$ cat config.mk
export PLATFORM = sky130hd
export DESIGN_NAME = reindeer_mem_responder
export DESIGN_NICKNAME = d
export VERILOG_FILES = /design/src/rtl/reindeer_mem_pkg.sv /design/src/rtl/reindeer_req_slot.sv /design/src/rtl/reindeer_mem_responder.sv
export SDC_FILE = /design/constraint.sdc
export NUM_CORES = 1
export LEC_CHECK = 0
export CAP_MARGIN = 20
export CORE_ASPECT_RATIO = 0.5
export CORE_MARGIN = 5
export CORE_UTILIZATION = 46
export DETAILED_ROUTE_END_ITERATION = 6
export PLACE_DENSITY = 0.8
export SETUP_SLACK_MARGIN = 0.4
export SYNTH_ARGS = -nofsm -noshare
export SYNTH_HDL_FRONTEND = slang
export SYNTH_SLANG_ARGS = --single-unit
$ cat constraint.sdc
create_clock -name clk -period 2 [get_ports clk]
set_input_delay 0.2 -clock clk [delete_from_list [all_inputs] [get_ports clk]]
set_output_delay 0.2 -clock clk [all_outputs]
set_load 0.05 [all_outputs]
$ cat src/rtl/reindeer_mem_pkg.sv
// Shared encodings and widths for the reindeer memory responder.
package reindeer_mem_pkg;

    typedef enum logic [1:0] {
        S_IDLE  = 2'd0,
        S_ISSUE = 2'd1,
        S_WAIT  = 2'd2,
        S_DRAIN = 2'd3
    } state_t;

    typedef enum logic {
        SRC_FETCH = 1'b0,
        SRC_DATA  = 1'b1
    } src_t;

    localparam int unsigned MEM_ADDR_BITS_DEF = 16;
    // Byte-to-word shift: the word address starts at this request bit.
    localparam int unsigned WORD_LSB = 2;

endpackage

$ cat src/rtl/reindeer_req_slot.sv
// One-entry request buffer: valid flag plus payload, with load/overwrite/clear.
module reindeer_req_slot #(
    parameter int unsigned W = 8
) (
    input  logic         clk,
    input  logic         reset_n,
    input  logic         load,
    input  logic         overwrite,
    input  logic         clear,
    input  logic [W-1:0] din,
    output logic         valid,
    output logic [W-1:0] dout
);

    logic take_c;

    // A load landing on a full slot is only taken when overwrite is allowed
    // or the slot is being drained in the same cycle.
    assign take_c = load && (!valid || overwrite || clear);

    always_ff @(posedge clk or negedge reset_n) begin
        if (!reset_n) begin
            valid <= 1'b0;
            dout  <= '0;
        end else if (take_c) begin
            valid <= 1'b1;
            dout  <= din;
        end else if (clear) begin
            valid <= 1'b0;
        end
    end

endmodule

$ cat src/rtl/reindeer_mem_responder.sv
// Fetch/LSU memory responder: two request slots, data-first arbiter, and a
// single-outstanding backend FSM.
module reindeer_mem_responder
    import reindeer_mem_pkg::*;
#(
    parameter int unsigned XLEN          = 32,
    parameter int unsigned PC_BITWIDTH   = 32,
    parameter int unsigned MEM_ADDR_BITS = MEM_ADDR_BITS_DEF
) (
    input  logic                     clk,
    input  logic                     reset_n,
    input  logic                     sync_reset,
    input  logic                     read_mem_enable,
    input  logic [PC_BITWIDTH-1:0]   read_mem_addr,
    output logic                     mem_read_done,
    output logic [XLEN-1:0]          mem_data,
    output logic [MEM_ADDR_BITS-1:0] mem_addr_ack,
    output logic                     dram_rw_pending,
    input  logic                     data_req,
    input  logic                     data_we,
    input  logic [PC_BITWIDTH-1:0]   data_addr,
    input  logic [XLEN-1:0]          data_wdata,
    input  logic [XLEN/8-1:0]        data_be,
    output logic                     data_done,
    output logic [XLEN-1:0]          data_rdata,
    output logic                     be_req,
    output logic                     be_we,
    output logic [MEM_ADDR_BITS-1:0] be_addr,
    output logic [XLEN-1:0]          be_wdata,
    output logic [XLEN/8-1:0]        be_be,
    input  logic                     be_ready,
    input  logic                     be_rvalid,
    input  logic [XLEN-1:0]          be_rdata
);

    localparam int unsigned AW   = MEM_ADDR_BITS;
    localparam int unsigned BE_W = XLEN / 8;
    localparam int unsigned DW   = 1 + AW + XLEN + BE_W;
    localparam int unsigned AHI  = AW + WORD_LSB;

    state_t          state;
    src_t            cur_src;
    logic            f_valid;
    logic [AW-1:0]   f_addr;
    logic            d_valid;
    logic [DW-1:0]   d_payload;
    logic            d_we;
    logic [AW-1:0]   d_addr;
    logic [XLEN-1:0] d_wdata;
    logic [BE_W-1:0] d_be;
    logic            grant_data_c;
    logic            grant_fetch_c;
    logic            data_busy_c;
    logic            unused_addr_bits;

    assign unused_addr_bits = ^{read_mem_addr[WORD_LSB-1:0], read_mem_addr[PC_BITWIDTH-1:AHI],
                                data_addr[WORD_LSB-1:0], data_addr[PC_BITWIDTH-1:AHI]};

    assign {d_we, d_addr, d_wdata, d_be} = d_payload;

    assign grant_data_c  = (state == S_IDLE) && d_valid && !sync_reset;
    assign grant_fetch_c = (state == S_IDLE) && f_valid && !d_valid && !sync_reset;
    assign data_busy_c   = ((state == S_ISSUE) || (state == S_WAIT)) && (cur_src == SRC_DATA);

    reindeer_req_slot #(.W(AW)) u_fetch_slot (
        .clk       (clk),
        .reset_n   (reset_n),
        .load      (read_mem_enable && !sync_reset),
        .overwrite (1'b1),
        .clear     (sync_reset || grant_fetch_c),
        .din       (read_mem_addr[AHI-1:WORD_LSB]),
        .valid     (f_valid),
        .dout      (f_addr)
    );

    reindeer_req_slot #(.W(DW)) u_data_slot (
        .clk       (clk),
        .reset_n   (reset_n),
        .load      (data_req && !sync_reset),
        .overwrite (1'b0),
        .clear     (sync_reset || grant_data_c),
        .din       ({data_we, data_addr[AHI-1:WORD_LSB], data_wdata, data_be}),
        .valid     (d_valid),
        .dout      (d_payload)
    );

    always_ff @(posedge clk or negedge reset_n) begin
        if (!reset_n) begin
            state           <= S_IDLE;
            cur_src         <= SRC_FETCH;
            be_req          <= 1'b0;
            be_we           <= 1'b0;
            be_addr         <= '0;
            be_wdata        <= '0;
            be_be           <= '0;
            mem_read_done   <= 1'b0;
            mem_data        <= '0;
            mem_addr_ack    <= '0;
            data_done       <= 1'b0;
            data_rdata      <= '0;
            dram_rw_pending <= 1'b0;
        end else begin
            mem_read_done   <= 1'b0;
            data_done       <= 1'b0;
            dram_rw_pending <= d_valid || data_busy_c;
            if (sync_reset) begin
                // An accepted read must still be drained from the backend.
                be_req <= 1'b0;
                if ((state == S_WAIT) || (state == S_DRAIN)) begin
                    state <= be_rvalid ? S_IDLE : S_DRAIN;
                end else begin
                    state <= S_IDLE;
                end
            end else begin
                case (state)
                    S_IDLE: begin
                        if (d_valid) begin
                            be_req   <= 1'b1;
                            be_we    <= d_we;
                            be_addr  <= d_addr;
                            be_wdata <= d_wdata;
                            be_be    <= d_be;
                            cur_src  <= SRC_DATA;
                            state    <= S_ISSUE;
                        end else if (f_valid) begin
                            be_req   <= 1'b1;
                            be_we    <= 1'b0;
                            be_addr  <= f_addr;
                            be_wdata <= '0;
                            be_be    <= '0;
                            cur_src  <= SRC_FETCH;
                            state    <= S_ISSUE;
                        end
                    end
                    S_ISSUE: begin
                        if (be_ready) begin
                            be_req <= 1'b0;
                            if (be_we) begin
                                data_done <= 1'b1;
                                state     <= S_IDLE;
                            end else begin
                                state <= S_WAIT;
                            end
                        end
                    end
                    S_WAIT: begin
                        if (be_rvalid) begin
                            if (cur_src == SRC_DATA) begin
                                data_rdata <= be_rdata;
                                data_done  <= 1'b1;
                            end else begin
                                mem_data      <= be_rdata;
                                mem_addr_ack  <= be_addr;
                                mem_read_done <= 1'b1;
                            end
                            state <= S_IDLE;
                        end
                    end
                    S_DRAIN: begin
                        if (be_rvalid) begin
                            state <= S_IDLE;
                        end
                    end
                endcase
            end
        end
    end

    // A second data request before data_done has no slot to land in.
    a_data_single_outstanding: assert property (@(posedge clk) disable iff (!reset_n)
        (data_req && !sync_reset) |-> !(d_valid || data_busy_c));

endmodule

# Word-level counts from Yosys, hierarchy flattened
# Index checks and enable logic that the tools add are counted.
[totals]
register_bits = 211
word_cells = 90
output_inout_bits = 137
in_bits = 140
[classes]
muxes = 37
reduce_logical = 28
bitwise = 2
n_eq_ne = 6
[ops]
columns = ["cell", "n"]
rows = [
  ["32-bit two-way mux", 2],
  ["16-bit two-way mux", 2],
  ["1-bit two-way mux", 20],
  ["2-bit two-way mux", 8],
  ["1-bit logical AND", 9],
  ["3-bit AND reduction", 3],
  ["4-bit two-way mux", 2],
  ["4-bit AND reduction", 2],
  ["1-bit logical OR", 6],
  ["2-bit case mux with 3 select lines", 1],
  ["2-bit nonzero test", 3],
  ["2-bit == test, second input constant", 2],
  ["4-bit by 2-bit != test with 1-bit output, second input constant", 1],
  ["1-bit case mux with 2 select lines", 2],
  ["3-bit by 1-bit != test with 1-bit output, second input constant", 1],
  ["3-bit != test, second input constant", 1],
  ["3-bit nonzero test", 1],
  ["2-bit by 1-bit == test with 1-bit output, second input constant", 1],
  ["1-bit zero test", 2],
  ["2-bit zero test", 1],
  ["1-bit NOT", 2],
  ["2-bit OR reduction", 1],
]

# Longest topological paths before layout
# Gate-level depths: netlist of the first run.
[depth]
word_depth = 7
depth_mapped = 7

# Hierarchy
# A second synthesis of the first run with hierarchy kept.
[hier_totals]
cells_unflattened = 749
hier_area_um2 = 9650.5
[by_module_without_submodules]
columns = ["module", "cells_per_inst", "n_inst", "seq_area_each_um2", "area_each_um2"]
rows = [
  ["reindeer_mem_responder", 354, 1, 3503.4, 5580.4],
  ["reindeer_req_slot (u_data_slot)", 304, 1, 1351.3, 3120.5],
  ["reindeer_req_slot (u_fetch_slot)", 91, 1, 425.4, 949.7],
]

# Worst setup path before layout of the first run
# Ideal clock, no wire load.
[synth_timing]
path_kind = "flip-flop to flip-flop"
from = "register state[1]"
to = "register u_data_slot.dout[10]"
n_path_buf = 2
t_required_ps = 1875
arrival_time_ps = 1661
path_slack_ps = 214
stages_incl_launch_ff = 8
period_less_slack_ps = 1786
path_cell_list = "dfrtp_1 -> inv_1 -> ha_1 -> and2b_1 -> nor3b_2 -> buf_6 -> buf_12 -> mux2_4"
[synth_between]
elab_chain_len = 6
[synth_lines]
columns = ["element", "line_no", "text"]
rows = [
  ["start: declaration", "reindeer_mem_responder.sv:41", "state_t state;"],
  ["start signal: assignment", "reindeer_mem_responder.sv:110", "state <= be_rvalid ? S_IDLE : S_DRAIN;"],
  ["2-bit zero test", "reindeer_mem_responder.sv:61", "assign grant_data_c = (state == S_IDLE) && d_valid && !sync_reset;"],
  ["1-bit logical AND (2 in series)", "reindeer_mem_responder.sv:61", ""],
  ["1-bit logical OR", "reindeer_mem_responder.sv:81", ".clear (sync_reset || grant_data_c),"],
  ["1-bit logical OR", "reindeer_req_slot.sv:19", "assign take_c = load && (!valid || overwrite || clear);"],
  ["1-bit logical AND", "reindeer_req_slot.sv:19", ""],
  ["end signal: assignment", "reindeer_req_slot.sv:27", "dout <= din;"],
  ["end: declaration", "reindeer_req_slot.sv:12", "output logic [W-1:0] dout"],
]
# Every way passes these cells.
# A chain may end at the register's enable or synchronous reset.

# Worst setup path after layout of the first run
[layout_timing]
from = "register state[0]"
to = "register u_data_slot.dout[45]"
# Same word-level chain as after synthesis.

==> results.json, run 1 <==
{
  "status": "finished, final reports clean",
  "ys_types": 38,
  "initial_core_util_pct": 47.6,
  "hold_slack_ns": 0.262,
  "dp_hpwl_um": 13900,
  "switching_share_pct": 42.9,
  "synth.yosys.seq_area_share_pct": 62.9,
  "die_height_um": 106,
  "p_comb_share_pct": 48.1,
  "synth_edf_count": 0,
  "place_congestion": 0.823,
  "post-place-ws_ns": 0.0317,
  "reg2reg_to": "u_data_slot.dout[45]",
  "synth.avg_cell_area_um2": 16.7,
  "final_max_slew_viol_count": 0,
  "p_int_mw": 11.7,
  "die_x_um": 201,
  "synth_ff_type": "dfrtp_1",
  "p_leak_nw": 6.06,
  "grt_pass1_vias": 6231,
  "clk_pin_slew_ns": 0.07,
  "synth.cell_area_um2": 8400,
  "period_share_pct": 98.6,
  "switchingPower_mw": 8.82,
  "initialDrtViolationCount": 202,
  "cts_made_buffers": 20,
  "setup_ws_ns": 0.0278,
  "tightest_slew_ns": 0.560,
  "final_util_pct": 71.6,
  "path_class": "register to register",
  "instances_no_fill": 1054,
  "ys_async_sr_fraction_pct": 100,
  "synth.most_common_cell": "dfrtp_1",
  "rsz0062_at_grt": "true",
  "cp-start-kind": "register",
  "cts_buffer_depth": 3,
  "port-buffer-count": 244,
  "dpl_cell_area_um2": 11200,
  "fin_skew_ns": 0.0157,
  "first_pass_iters": 6,
  "fp.dieArea_um2": 21200,
  "final-setup-viol-count": 0,
  "setup_tns_ns": 0,
  "grt_max_degree": 66,
  "grt_overflow": 0,
  "drt_wl_total_um": 24200,
  "tritoncts": "built",
  "power_frac_clock_pct": 18.5,
  "grt_pass1_wl_um": 37300,
  "rr_startpoint": "state[0]",
  "critPathMaxFanout": 8,
  "synth.area.top_cells": "dfrtp_1, mux2_2, mux2_4, mux2_1, a22o_1",
  "ios": 277,
  "min_period_ns": 1.97,
  "fin_total_pwr_mw": 20.6,
  "crit_chain": "inv_2 > ha_4 > and2b_2 > nor3b_4 > buf_12 > clkbuf_16 > mux2_4",
  "groute.usage.overall_pct": 22.2,
  "synth_top_area_share_pct": 62.9,
  "ant_nets": 0,
  "post_drt_via_cell_ratio": 5.28,
  "max_stage_delay_ns": 0.40,
  "layout-drive-gt1-share_pct": 47.1,
  "antenna_found_initial": 0,
  "drv_cap": 0,
  "r2r_setup_slack_ns": 0.03,
  "antenna_cells": 0,
  "ys_ff_latch": 211,
  "ir_drop_uv": 831,
  "hold_path.class": "input port to asynchronous set/reset pin",
  "core_area_um2": 17700,
  "design_area_um2": 12600,
  "fin_nets": 954,
  "power_density_nw_per_um2": 1630,
  "power_frac_seq_pct": 33.4,
  "yosysWarnings": 0,
  "max-slew-margin-rel_pct": 62.6,
  "h-tree-depth": 1,
  "worstPathRequired_ns": 2.38,
  "crit_arrival_ns": 2.35,
  "placed_cells": 976,
  "clkLatencyLatePin_ns": 0.50,
  "hold_viol_final": 0,
  "syn_to_final_growth_pct": 50.6,
  "cts_sinks": 211,
  "root_buffer": "clkbuf_16",
  "critical-path-slowest-cell": "dfrtp_1",
  "syn-num-nets": 647,
  "r2r_cells": 7,
  "setup.worst_path.end_class": "register",
  "synthTopCellsByCount": "dfrtp_1, mux2_2, mux2_4",
  "fp-row-count": 34,
  "vias": 5565,
  "fmaxAchievable_ghz": 0.507,
  "syn_inst": 502,
  "wl_per_cell_um": 22.9,
  "drcViolationCount": 0,
  "yosysTopAreaCell": "dfrtp_1"
}
==> routing by layer <==
metal	up-vias	GRT usage (%)	wire length, um	part of all wire, %
met4	0	6.62	705	2.9
met3	45	5.00	1250	5.2
met5	-	0	0	0
met2	172	38.8	12000	50
li1	2442	-	-	-
met1	2906	27.9	10200	42
==> placed cells by master, fill, tap and decap left out, types with 2 or more instances in the layout <==
cell	n
inv_2	3
clkbuf_1	5
clkinv_2	4
clkdlybuf4s15_1	40
o21ai_4	2
buf_6	8
ha_1	2
buf_8	9
clkdlybuf4s50_1	106
or3_1	2
nor2b_1	2
clkbuf_2	81
clkdlybuf4s15_2	8
a22o_1	37
a21o_1	2
bufinv_16	2
buf_12	16
nor2_1	3
dfrtp_1	210
buf_16	13
a31oi_1	2
clkbuf_8	2
mux2_4	131
ha_4	2
clkbuf_16	23
buf_4	19
mux2_2	50
dlygate4sd2_1	8
a21oi_1	2
==> registers in the layout, summed over array words and instances (netlist names), 2 cells and up <==
| signal | count |
|---|---|
| be_addr | 16 |
| be_be | 4 |
| be_wdata | 32 |
| data_rdata | 32 |
| mem_addr_ack | 16 |
| mem_data | 32 |
| state | 2 |
| u_data_slot.dout | 53 |
| u_fetch_slot.dout | 16 |
==> cell type report <==
class,instances,area [um2]
Fill cell,1116,5010
Tap cell,234,293
Clock buffer,27,558
Clock inverter,6,80.1
Multi-Input combinational cell,260,3270
Sequential cell,211,5280
Inverter,4,15.0
Timing Repair Buffer,312,3150
==> power groups by stage <==
stage                     Clock [mW]  Combinational [mW]  Sequential, mW
after global placement             0                9.65            6.75
after global routing            4.05                10.2            7.05
after floorplan                    0                2.17            10.9
after detailed placement           0                9.78            6.83
final                           3.80                9.89            6.87
after CTS                       3.86                9.75            6.79
==> worst max-delay path, delay by kind of cell, from the launching register on <==
kind                     cells  cell delay, ns
buffers and inverters        3            0.52
multiplexers                 1            0.30
flip-flops                   1            0.40
adder cells (fa/ha/maj)      1            0.15
AND/OR/NAND/NOR              2            0.50
==> how the worst max path moves through the flow <==
stage               startpoint              endpoint  slack, ns  depth (start not counted)
floorplan             state[1]  u_data_slot.dout[10]       0.25                          7
global placement      state[0]  u_data_slot.dout[46]       0.04                          7
finish                state[0]  u_data_slot.dout[45]       0.03                          7
CTS                   state[1]  u_data_slot.dout[17]       0.09                          8
detailed placement    state[0]  u_data_slot.dout[46]       0.03                          7
global route          state[0]   u_data_slot.dout[3]      -0.01                          7
==> logic make-up after synthesis <==
logic type,after synthesis,synth area share [%]
fa+ha+maj,5,0.745
buf+inv,32,3.17
simple gates,24,1.82
compound gates,49,4.87
flops,211,62.9
mux,181,26.5
==> what timing repair did <==
action / 4_1_cts / 5_1_grt
hold buffers: 1 / 0
endpoints found under the hold margin: 60 / 0
resized for setup: 290 / 205
setup buffers: 21 / 8
cloned: 13 / 2
pin swaps: 2 / 5
endpoints found under the setup margin: 327 / 305
Power figures use the tool's default switching activity.
==> inputs of run 2 (changes only) <==
--- a/config.mk
+++ b/config.mk
@@ -7,11 +7,12 @@
 export LEC_CHECK = 0
 export CAP_MARGIN = 20
 export CORE_ASPECT_RATIO = 0.5
-export CORE_MARGIN = 5
+export CORE_MARGIN = 4
 export CORE_UTILIZATION = 46
 export DETAILED_ROUTE_END_ITERATION = 6
 export PLACE_DENSITY = 0.8
 export SETUP_SLACK_MARGIN = 0.4
+export SKIP_LAST_GASP = 1
 export SYNTH_ARGS = -nofsm -noshare
 export SYNTH_HDL_FRONTEND = slang
 export SYNTH_SLANG_ARGS = --single-unit
==> run 2 against run 1 <==
Effect of this change:
- clock power barely moved
- worst hold slack got worse by 0.041 ns
- utilization rose by 2.5 points
- global-route usage rose by 1.2 points
- sequential power barely moved
- worst setup slack improved by 0.021 ns
- via count rose by 1.4%
- critical path depth rose by 3
- routed wire length rose by 7.1%
- sequential share of layout area fell by 1.4 points
- cell count rose by 0.76%
==> results.json, run 2 (synthesized netlist as in run 1, its figures left out) <==
{
  "r2r_cells": 10,
  "fp-row-count": 34,
  "place_congestion": 0.841,
  "design_area_um2": 13100,
  "cts_made_buffers": 20,
  "layout-drive-gt1-share_pct": 45.8,
  "critPathMaxFanout": 6,
  "min_period_ns": 1.95,
  "fin_skew_ns": 0.0270,
  "ios": 277,
  "cp-start-kind": "register",
  "clkLatencyLatePin_ns": 0.51,
  "setup_tns_ns": 0,
  "hold_path.class": "input port to asynchronous set/reset pin",
  "wl_per_cell_um": 24.4,
  "grt_pass1_wl_um": 37500,
  "max-slew-margin-rel_pct": 63.4,
  "fin_nets": 960,
  "p_leak_nw": 6.29,
  "switching_share_pct": 42.5,
  "cts_buffer_depth": 3,
  "setup.worst_path.end_class": "register",
  "use_met2_pct": 39.9,
  "final_max_slew_viol_count": 0,
  "antenna_found_initial": 1,
  "path_class": "register to register",
  "drt_wl_total_um": 25900,
  "crit_arrival_ns": 2.32,
  "reg2reg_to": "be_addr[4]",
  "tightest_slew_ns": 0.551,
  "drcViolationCount": 0,
  "most-common-layout-cells": "dfrtp_1, mux2_4, clkdlybuf4s50_1",
  "fp.dieArea_um2": 20600,
  "period_share_pct": 97.5,
  "grt_pass1_vias": 6196,
  "syn_to_final_growth_pct": 55.9,
  "first_pass_iters": 4,
  "switchingPower_mw": 9.01,
  "tritoncts": "built",
  "core_area_um2": 17700,
  "endpoint": "be_addr[4]",
  "status": "finished, final reports clean",
  "r2r_setup_slack_ns": 0.05,
  "rsz0062_at_grt": "true",
  "dpl_cell_area_um2": 11100,
  "setup_ws_ns": 0.0493,
  "placed_cells": 968,
  "p_int_mw": 12.2,
  "vias": 5642,
  "instances_no_fill": 1062,
  "post_drt_via_cell_ratio": 5.31,
  "mostFrequentLayoutCell": "dfrtp_1",
  "cts_sinks": 211,
  "final-setup-viol-count": 0,
  "initial_core_util_pct": 47.6,
  "grt_overflow": 0,
  "worstPathRequired_ns": 2.37,
  "die_height_um": 104,
  "post-place-ws_ns": 0.0265,
  "fmaxAchievable_ghz": 0.513,
  "die_x_um": 199,
  "grt_max_degree": 58,
  "ir_drop_uv": 1000,
  "initialDrtViolationCount": 297,
  "hold_viol_final": 0,
  "power_frac_clock_pct": 17.8,
  "ant_nets": 0,
  "rr_startpoint": "state[0]",
  "drv_cap": 0,
  "port-buffer-count": 244,
  "startpoint": "state[0]",
  "power_density_nw_per_um2": 1620,
  "met1_usage_pct": 30.4,
  "top_register": "u_data_slot.dout",
  "top_usage_layer": "met2",
  "grt_util_met3_pct": 4.09,
  "clk_pin_slew_ns": 0.07,
  "dp_hpwl_um": 13700,
  "root_buffer": "clkbuf_16",
  "p_comb_share_pct": 49.7,
  "groute.usage.overall_pct": 23.4,
  "power_frac_seq_pct": 32.5,
  "h-tree-depth": 1,
  "final_util_pct": 74.1,
  "largest_reg_flops": 53
}
-- run 2: cell types whose count changed in the layout (fill, tap and decap cells not counted), moves of 8 or more --
| cell | before | now |
|---|---|---|
| clkbuf_16 | 23 | 31 |
| clkbuf_2 | 81 | 59 |
| buf_6 | 8 | 17 |
| mux2_4 | 131 | 144 |
| buf_8 | 9 | 0 |
| dlygate4sd2_1 | 8 | 18 |
| mux2_2 | 50 | 37 |
| buf_4 | 19 | 11 |
| clkdlybuf4s15_2 | 8 | 16 |
-- run 2: metal layers --
layer / vias up / wire length (um)
met2: 189 / 13100
li1: 2450 / -
met3: 43 / 1270
met5: - / 0
met4: 0 / 649
met1: 2960 / 10800
-- run 2: worst min-delay path by stage --
| stage | start | to | cells past startpoint |
|---|---|---|---|
| 6_report | reset_n | u_data_slot.dout[24] | 2 |
| 5_1_grt | reset_n | u_data_slot.dout[24] | 2 |
| 4_1_cts | reset_n | u_data_slot.dout[24] | 2 |
| 3_5_place_dp | reset_n | u_data_slot.dout[24] | 1 |
| 3_3_place_gp | reset_n | be_wdata[23] | 1 |
| 2_1_floorplan | reset_n | be_addr[0] | 0 |
-- run 2: metrics by stage --
stage,power [mW],hold slack [ns]
global route,22.0,0.261
CTS,20.7,0.246
detailed placement,16.6,0.211
global placement,16.4,0.204
floorplan,13.1,-0.0956
finish,21.2,0.220
-- run 2: worst max-delay path, cell delays in order, from the launching register on --
cell and delay, ns:
dfrtp_1 0.40, inv_2 0.09, ha_4 0.14, buf_4 0.10, buf_6 0.08, buf_6 0.09, nor2b_4 0.18, o21ai_4 0.14
buf_6 0.16, buf_12 0.14, mux2_4 0.30
-- run 2: final cells by class --
cell class	count	area (um2)
antenna	1	2.50
clock buffer	29	586
clock inverter	5	61.3
fill	1066	4560
inverter	4	15.0
multi-input combinational	259	3310
sequential	211	5280
tap	234	293
timing repair buffer	319	3540
-- run 2: power groups by stage --
stage | combinational [mW] | clock (mW) | sequential (mW)
3_3_place_gp | 9.58 | 0 | 6.78
2_1_floorplan | 2.17 | 0 | 10.9
4_1_cts | 10.1 | 3.83 | 6.81
6_report | 10.5 | 3.77 | 6.90
5_1_grt | 10.9 | 4.02 | 7.09
3_5_place_dp | 9.72 | 0 | 6.86
-- run 2: timing repair --
item                                    in CTS  in global routing
pin swaps                                    8                 21
gates resized for setup                    313                171
cloned                                      19                 12
endpoints found under the setup margin     300                287
hold buffers                                 1                  0
endpoints found under the hold margin       54                  0
setup buffers                               20                  7
